<file path="config.mk">
export PLATFORM = sky130hd
export DESIGN_NAME = lcd_char_rx
export DESIGN_NICKNAME = d
export VERILOG_FILES = /design/src/rtl/lcd_char_rx.sv
export SDC_FILE = /design/constraint.sdc
export NUM_CORES = 1
export LEC_CHECK = 0
export CAP_MARGIN = 5
export CORE_MARGIN = 2
export CORE_UTILIZATION = 30
export CTS_BUF_LIST = sky130_fd_sc_hd__clkbuf_2 sky130_fd_sc_hd__clkbuf_4 sky130_fd_sc_hd__clkbuf_8
export DETAILED_ROUTE_END_ITERATION = 12
export DONT_BUFFER_PORTS = 1
export PLACE_DENSITY_LB_ADDON = 0.08
export SLEW_MARGIN = 20
export SYNTH_ARGS = -nofsm -noshare
export SYNTH_HDL_FRONTEND = slang
export SYNTH_SLANG_ARGS = --single-unit
export TNS_END_PERCENT = 50
</file>
<file path="constraint.sdc">
create_clock -name clk -period 3.6 [get_ports clk]
set_input_delay 0.36 -clock clk [delete_from_list [all_inputs] [get_ports clk]]
set_output_delay 0.36 -clock clk [all_outputs]
set_load 0.02 [all_outputs]
</file>
<file path="src/rtl/lcd_char_rx.sv">
// HD44780-style 8-bit bus receiver: 80-byte DDRAM, address counter, display flags, busy/overrun.
// Define LCD_CHAR_RX_READ_EN to enable the bus read path (status and DDRAM reads).
module lcd_char_rx #(
    parameter int EXEC_CYCLES  = 40,
    parameter int CLEAR_CYCLES = 80
) (
    input  logic       clk,
    input  logic       rst,
    input  logic       rs,
    input  logic       rw,
    input  logic       en,
    input  logic [7:0] din,
    output logic [7:0] dout,
    output logic       dout_oe,
    input  logic [6:0] rd_addr,
    output logic [7:0] rd_data,
    output logic [6:0] ac,
    output logic       disp_on,
    output logic       cur_on,
    output logic       blink_on,
    output logic       two_line,
    output logic       busy,
    output logic       overrun
);

    typedef enum logic [1:0] {IDLE = 2'd0, EXEC = 2'd1, CLR = 2'd2} state_t;

    localparam logic [15:0] EXEC_LAST = 16'(EXEC_CYCLES - 1);
    localparam logic [15:0] CLR_LAST  = 16'(CLEAR_CYCLES - 1);

    state_t      state, state_nxt;
    logic [15:0] cnt;
    logic [6:0]  fill;
    logic        id;
    logic [2:0]  en_s, rs_s, rw_s;
    logic [7:0]  din_s1, din_s2, din_s3;
    logic [7:0]  mem [80];
    logic        fall, wr_stb, wr_cmd, data_wr, ovr_set;

    function automatic logic [6:0] ac_inc(input logic [6:0] a);
        if (a == 7'h27)      return 7'h40;
        else if (a == 7'h67) return 7'h00;
        else                 return a + 7'd1;
    endfunction

    function automatic logic [6:0] ac_dec(input logic [6:0] a);
        if (a == 7'h00)      return 7'h67;
        else if (a == 7'h40) return 7'h27;
        else                 return a - 7'd1;
    endfunction

    function automatic logic ac_valid(input logic [6:0] a);
        return (a <= 7'h27) || (a >= 7'h40 && a <= 7'h67);
    endfunction

    // Line 2 (0x40..0x67) maps onto DDRAM indices 40..79.
    function automatic logic [6:0] ac_index(input logic [6:0] a);
        return a[6] ? ({1'b0, a[5:0]} + 7'd40) : a;
    endfunction

    // Stage 3 holds the last sampled slot with en high when a falling edge is seen.
    assign fall    = en_s[2] & ~en_s[1];
    assign wr_stb  = fall & ~rw_s[2];
    assign busy    = (state != IDLE);
    assign data_wr = wr_cmd & rs_s[2];

    always_ff @(posedge clk) begin
        if (rst) begin
            en_s   <= 3'b000;
            rs_s   <= 3'b000;
            rw_s   <= 3'b000;
            din_s1 <= 8'h00;
            din_s2 <= 8'h00;
            din_s3 <= 8'h00;
        end else begin
            en_s   <= {en_s[1:0], en};
            rs_s   <= {rs_s[1:0], rs};
            rw_s   <= {rw_s[1:0], rw};
            din_s1 <= din;
            din_s2 <= din_s1;
            din_s3 <= din_s2;
        end
    end

    always_comb begin
        state_nxt = state;
        wr_cmd    = 1'b0;
        ovr_set   = 1'b0;
        case (state)
            IDLE: if (wr_stb) begin
                wr_cmd = 1'b1;
                if (!rs_s[2] && din_s3 == 8'h01)     state_nxt = CLR;
                else if (rs_s[2] || din_s3 != 8'h00) state_nxt = EXEC;
            end
            EXEC, CLR: begin
                ovr_set = wr_stb;
                if (cnt == 16'd0) state_nxt = IDLE;
            end
            default: state_nxt = IDLE;
        endcase
    end

    always_ff @(posedge clk) begin
        if (rst) begin
            state    <= CLR;
            cnt      <= CLR_LAST;
            fill     <= 7'd0;
            ac       <= 7'h00;
            id       <= 1'b1;
            disp_on  <= 1'b0;
            cur_on   <= 1'b0;
            blink_on <= 1'b0;
            two_line <= 1'b0;
            overrun  <= 1'b0;
        end else begin
            state <= state_nxt;
            if (state == IDLE)       cnt <= (state_nxt == CLR) ? CLR_LAST : EXEC_LAST;
            else if (cnt != 16'd0)   cnt <= cnt - 16'd1;
            if (state == IDLE)                     fill <= 7'd0;
            else if (state == CLR && fill != 7'd80) fill <= fill + 7'd1;
            if (ovr_set) overrun <= 1'b1;
            if (wr_cmd) begin
                if (rs_s[2]) begin
                    ac <= id ? ac_inc(ac) : ac_dec(ac);
                end else begin
                    casez (din_s3)
                        8'b1???????: ac <= ac_valid(din_s3[6:0]) ? din_s3[6:0] : 7'h00;
                        8'b01??????: ;
                        8'b001?????: two_line <= din_s3[3];
                        8'b0001????: if (!din_s3[3]) ac <= din_s3[2] ? ac_inc(ac) : ac_dec(ac);
                        8'b00001???: {disp_on, cur_on, blink_on} <= din_s3[2:0];
                        8'b000001??: id <= din_s3[1];
                        8'b0000001?: ac <= 7'h00;
                        8'b00000001: begin
                            ac <= 7'h00;
                            id <= 1'b1;
                        end
                        default: ;
                    endcase
                end
            end
`ifdef LCD_CHAR_RX_READ_EN
            else if (fall && rw_s[2] && rs_s[2]) begin
                ac <= id ? ac_inc(ac) : ac_dec(ac);
            end
`endif
        end
    end

    always_ff @(posedge clk) begin
        if (state == CLR && fill < 7'd80) mem[fill] <= 8'h20;
        else if (data_wr)                 mem[ac_index(ac)] <= din_s3;
        rd_data <= (rd_addr < 7'd80) ? mem[rd_addr] : 8'h00;
    end

`ifdef LCD_CHAR_RX_READ_EN
    always_ff @(posedge clk) begin
        if (rst) begin
            dout    <= 8'h00;
            dout_oe <= 1'b0;
        end else begin
            dout_oe <= en_s[1] & rw_s[1];
            if (en_s[1] && rw_s[1]) dout <= rs_s[1] ? mem[ac_index(ac)] : {busy, ac};
            else                    dout <= 8'h00;
        end
    end
`else
    assign dout    = 8'h00;
    assign dout_oe = 1'b0;
`endif

endmodule

</file>
After elaboration in Yosys (flattened, before gate mapping)
Memory sizes are Yosys's and may differ from the RTL's. A register that Yosys moved wholly into a read port is not among the register bits.
Cells that the tools add are included.
{"block": "word_totals", "register_bits": 71, "ram_bits": 640, "inputBits": 20, "output_inout_bits": 30, "wordCells": 103, "n_memories": 1}
{"block": "classes", "addsub": 5, "magnitude_cmp": 5, "eq_ne": 14, "mux": 31, "bitwise": 6, "n_reduce_logical": 25}
{"name": "mem", "words": 80, "word_bits": 8, "read_ports": 1, "rd_clocked_by_memory_dff": 1, "wr": 1, "line_no": "37", "rtl": "logic [7:0] mem [80];"}
{"operator": "7-bit two-way mux", "n": 12}
{"operator": "16-bit two-way mux", "n": 2}
{"operator": "7-bit one-hot mux with 3 select lines", "n": 1}
{"operator": "16-bit zero test", "n": 1}
{"operator": "16-bit nonzero test", "n": 1}
{"operator": "16-bit by 1-bit subtractor with 16-bit output, second input constant", "n": 1}
{"operator": "7-bit by 1-bit adder with 7-bit output, second input constant", "n": 2}
{"operator": "7-bit == test, second input constant", "n": 2}
{"operator": "7-bit less-than comparator, second input constant", "n": 2}
{"operator": "3-bit AND reduction", "n": 4}
{"operator": "1-bit two-way mux", "n": 9}
{"operator": "8-bit by 1-bit == test with 1-bit output, second input constant", "n": 1}
{"operator": "2-bit two-way mux", "n": 4}
{"operator": "8-bit two-way mux", "n": 1}
{"operator": "8-bit nonzero test", "n": 1}
{"operator": "8-bit OR reduction", "n": 1}
{"operator": "6-bit by 6-bit adder with 7-bit output, second input constant", "n": 1}
{"operator": "7-bit by 1-bit == test with 1-bit output, second input constant", "n": 1}
{"operator": "7-bit by 6-bit == test with 1-bit output, second input constant", "n": 1}
{"operator": "7-bit greater-or-equal comparator, second input constant", "n": 1}
{"operator": "7-bit by 6-bit <= comparator with 1-bit output, second input constant", "n": 1}
{"operator": "7-bit <= comparator, second input constant", "n": 1}
{"operator": "7-bit zero test", "n": 1}
{"operator": "7-bit != test, second input constant", "n": 1}
{"operator": "19 further kinds", "n": 33}

Logic depth before layout (Yosys ltp)
{"block": "logic_depth", "ltp_word": 11, "depth_mapped": 11, "ltp_nobuf": 8}

Worst setup path before layout
OpenSTA, ideal clock, no wires.
{"block": "synth_timing", "kind": "flip-flop to flip-flop", "startpoint": "register state[0]", "endpoint": "memory mem[0][0] (data pin)", "setup_time_ns": 0.409, "arrival_time_ns": 2.693, "required_time_ns": 3.191, "path_slack_ns": 0.498, "path_stages_with_launch": 8, "n_path_buf": 2, "cell_sequence": "dfxtp_1 inv_1 ha_1 clkbuf_1 nand4bb_1 a211oi_1 clkbuf_1 and2_1"}
{"block": "synth_between", "elab_chain_len": 8}
{"item": "start, declared", "line_no": "31", "rtl": "state_t state, state_nxt;"}
{"item": "start signal, assigned", "line_no": "116", "rtl": "state <= state_nxt;"}
{"item": "2-bit zero test", "line_no": "89", "rtl": "case (state)"}
{"item": "1-bit two-way mux", "line_no": "89"}
{"item": "1-bit bitwise AND", "line_no": "65", "rtl": "assign data_wr = wr_cmd & rs_s[2];"}
{"item": "1-bit two-way mux", "line_no": "152", "rtl": "else if (data_wr) mem[ac_index(ac)] <= din_s3;"}
{"item": "1-bit two-way mux (*)", "line_no": "151", "rtl": "if (state == CLR && fill < 7'd80) mem[fill] <= 8'h20;"}
{"item": "1-bit two-way mux (not written as such) (*)", "line_no": "152"}
{"item": "8-bit OR reduction (no line) (*)"}
{"item": "8-bit two-way mux (no line) (*)"}
{"item": "end, declared", "line_no": "37"}
Every way passes the cells marked *; elsewhere a longest branch is shown, timed or not.

Worst setup path in the final report
{"block": "layout_timing", "startpoint": "register fill[4]", "endpoint": "memory mem[28][3], enable pin"}
{"block": "layout_between", "elab_chain_len": 6}
{"item": "start, declared", "line_no": "33", "rtl": "logic [6:0] fill;"}
{"item": "start signal, assigned", "line_no": "120", "rtl": "else if (state == CLR && fill != 7'd80) fill <= fill + 7'd1;"}
{"item": "7-bit less-than comparator", "line_no": "151"}
{"item": "1-bit logical AND", "line_no": "151"}
{"item": "1-bit two-way mux", "line_no": "151"}
{"item": "1-bit two-way mux (not written as such)", "line_no": "152"}
{"item": "8-bit OR reduction (no line)"}
{"item": "7-bit two-way mux (no line) / 1-bit two-way mux (equally long branches)"}
Several ways; a longest one is shown, not always the timed one.

==> impl_metrics.csv <==
group,metric,value,unit
routing,routed_wl,79100,um
sta,tightest_slew,0.994,ns
routing,drtAntennaViolNets,0,
cts,clock_sinks,719,
min_path,holdPathEnd,"rd_data[2]$_SDFF_PP0_",
synthesis,synth_cells,1586,
routing,drc,0,
synthesis,async_flop_share,0,%
synthesis,synth.yosys.warnings,0,
sta,timing.final.crit_period,3.26,ns
worst_setup_path,path_class,"reg -> reg",
cts,h-tree-depth,4,
sta,relSlewSlack,33.4,%
sta,rsz0062_at_grt,"false",
min_path,hold_path_class,"in -> reg",
synthesis,netlist_area,28800,um^2
worst_setup_path,cpPeakStageDelay,0.55,ns
place,io_buffer_count,0,
die,dieArea,98400,um^2
die,die_x,314,um
die,row_count,113,
worst_setup_path,slowest_stage,"a211o_1",
sta,post-route-period-util,90.6,%
min_path,hold_depth,2,
cts,cts_tree,"done",
die,die_h,314,um
worst_setup_path,crit-reg2reg-capture,"mem[28][3]$_DFFE_PP_",
layout,area.growth.synth_to_final,16.5,%
worst_setup_path,startpoint_type,"flop",
worst_setup_path,cp-end-kind,"flop",
global_routing,grt_pass1_wl,114000,um
cts,cts_root_buffer,"clkbuf_8",
power_and_ir_drop,p_total,17300,uW
synthesis,yosys.area.top_type_share,66.8,%
global_routing,grt.overflow.total,0,
worst_setup_path,r2r-start,"fill[4]$_SDFFE_PP0P_",
synthesis,yosys.area.top_type,"edfxtp_1",
die,boundaryPins,50,
power_and_ir_drop,power_density,515,nW/um^2
worst_setup_path,path_max_fanout,19,
global_routing,grt_max_degree,157,
cts,clkLatencyLatePin,0.80,ns
cts,clkTransAtPathRegs,0.06,ns
routing,vias,15203,
worst_setup_path,reg2regPathDepth,8,
sta,timing.final.hold_violations,0,
sta,fmax,307,MHz
global_routing,grt_antenna_before_repair,4,
synthesis,ys_seq_area_share,72.3,%
outcome,status,"completed",
routing,drt_iter0_drc,1094,
cts,cts_buffer_depth,3,
layout,final_net_count,1785,
worst_setup_path,crit_required,4.07,ns
worst_setup_path,cp_cell_sequence,"o21ai_0 -> a211o_1 -> and4_1 -> a41oi_1 -> a21o_1 -> buf_12 -> nor2_1 -> buf_4",
sta,drv_slew,0,
routing,via_per_inst,4.88,
cts,cts_buffers,132,
routing,drt-pass1-iter-count,5,
layout,drive_gt1_share,27.0,%
synthesis,avgSynthCellArea,18.1,um^2
synthesis,synth-seq-cells,719,
synthesis,yosys_most_used_dff,"edfxtp_1",
sta,tns,0,ns
place,hpwl,47400,um
synthesis,synth_edf_count,640,
min_path,hp-start,"rd_addr[5]",
layout,utilization,35.3,%
sta,setup_viol,0,
global_routing,first_global_vias,15833,
place,gp_congestion,0.771,
synthesis,yosysMostFrequentCell,"edfxtp_1",
synthesis,yosysUniqueCellTypes,66,
worst_setup_path,crit_arrival,3.73,ns
worst_setup_path,critical_path.startpoint,"fill[4]$_SDFFE_PP0P_",
routing,wire_per_inst,25.4,um
synthesis,synth_area_leaders,"edfxtp_1, mux4_2, dfxtp_1, nor2_1, mux2i_1",
global_routing,grt_usage,16.3,%
power_and_ir_drop,peakVddDrop,304,uV
sta,whs,0.0783,ns
power_and_ir_drop,leakagePower,0.0110,uW
synthesis,synth_common_cells,"edfxtp_1, mux4_2, nor2_1",
worst_setup_path,crit_family,"compound AO/OA/AOI/OAI gates",
worst_setup_path,crit_buf_inv,2,
die,start_util,30.3,%
worst_setup_path,regToRegSetupSlack,0.34,ns
sta,finalClockSkew,0.0446,ns
run,max_cap_viol_count,0,
die,coreArea,95000,um^2
[worst max-delay path by stage]
stage,end,cells past startpoint,slack (ns)
2_1_floorplan,mem[0][0]$_DFFE_PP_,7,0.50
3_3_place_gp,mem[65][5]$_DFFE_PP_,10,0.42
3_5_place_dp,mem[67][3]$_DFFE_PP_,11,0.34
4_1_cts,mem[67][4]$_DFFE_PP_,11,0.32
5_1_grt,mem[10][4]$_DFFE_PP_,7,0.11
6_report,mem[28][3]$_DFFE_PP_,8,0.34
[layout make-up]
cell class              count  area (um^2)
clock inverters            53          325
diodes                      5         12.5
clock buffers             175         2160
fillers                  9094        61500
multi-input cells         763         7530
inverters                  16         60.1
well taps                1265         1580
flip-flops and latches    719        20800
repair buffers            121         1070
[report_power, final]
| part | switching [uW] | internal [uW] |
|---|---|---|
| registers | 74.0 | 9090 |
| clock network | 3440 | 3990 |
| logic | 394 | 280 |
[timing repair]
action,4_1_cts,5_1_grt
endpoints found under the hold margin,77,0
gates resized for setup,0,0
setup endpoints to repair,0,0
buffers inserted,0,0
hold buffers,20,0
[worst register-to-register path, cell delays in order, from the launching register on]
cell	delay, ns
dfxtp_1	0.41
o21ai_0	0.46
a211o_1	0.55
and4_1	0.27
a41oi_1	0.08
a21o_1	0.40
buf_12	0.23
nor2_1	0.30
buf_4	0.24
[registers in the layout, indices dropped and copies added, names as in the netlist, 7 cells and up]
signal	flops
rd_data	8
din_s2	8
mem	640
fill	7
cnt	16
din_s1	8
ac	7
din_s3	8
[through the flow]
| stage | cells | worst slack, ns | instance area, um^2 |
|---|---|---|---|
| after floorplan | 1594 | 0.498 | 28800 |
| after global placement | 2864 | 0.421 | 30800 |
| after detailed placement | 2864 | 0.336 | 30800 |
| after CTS | 3112 | 0.324 | 33500 |
| after global routing | 3117 | 0.113 | 33500 |
| final | 3117 | 0.339 | 33500 |
[cell usage in the layout (no fill, tap or decap), types with 6 or more instances in the layout]
master | Yosys | final
a211oi_1 | 17 | 16
a21o_1 | 7 | 7
a21oi_1 | 26 | 26
a221o_1 | 6 | 6
a22oi_1 | 10 | 10
a31oi_1 | 14 | 13
a41oi_1 | 6 | 6
and2_4 | 0 | 7
buf_12 | 0 | 9
buf_4 | 19 | 93
clkbuf_4 | 0 | 40
clkbuf_8 | 0 | 135
clkinv_1 | 0 | 30
clkinv_2 | 0 | 8
clkinvlp_4 | 0 | 6
conb_1 | 1 | 9
dfxtp_1 | 79 | 79
dlygate4sd3_1 | 0 | 19
edfxtp_1 | 640 | 640
ha_1 | 12 | 12
inv_1 | 15 | 15
mux2i_1 | 33 | 33
mux4_2 | 176 | 176
nand2_1 | 73 | 73
nand2b_1 | 10 | 9
nand3_1 | 17 | 17
nor2_1 | 139 | 139
nor2b_1 | 46 | 46
nor3_1 | 10 | 10
nor3b_1 | 6 | 6
nor4_1 | 10 | 10
o21ai_0 | 18 | 18
or3_1 | 7 | 7
xnor2_1 | 12 | 12
xor2_1 | 15 | 15
[kinds of logic after synthesis]
group	Yosys count	share of synthesized area, %
and+or+nand+nor	359	6.05
DFF	719	72.3
adders and majority gates	12	0.522
muxes	210	15.0
other	1	0.0130
buffers and inverters	112	1.80
AOI/OAI and AO/OA	146	3.58
xor gates and xnor gates	27	0.822
[routing by layer]
metal | wire, um | vias to the layer above | track usage, % | share of wire, %
met1 | 36200 | 8036 | 22.1 | 46
met4 | 1940 | 0 | 5.52 | 2.5
li1 | - | 6696 | - | -
met2 | 37200 | 347 | 25.5 | 47
met5 | 0 | - | 0 | 0
met3 | 3760 | 124 | 3.85 | 4.8
(Power assumes the default switching activity.)
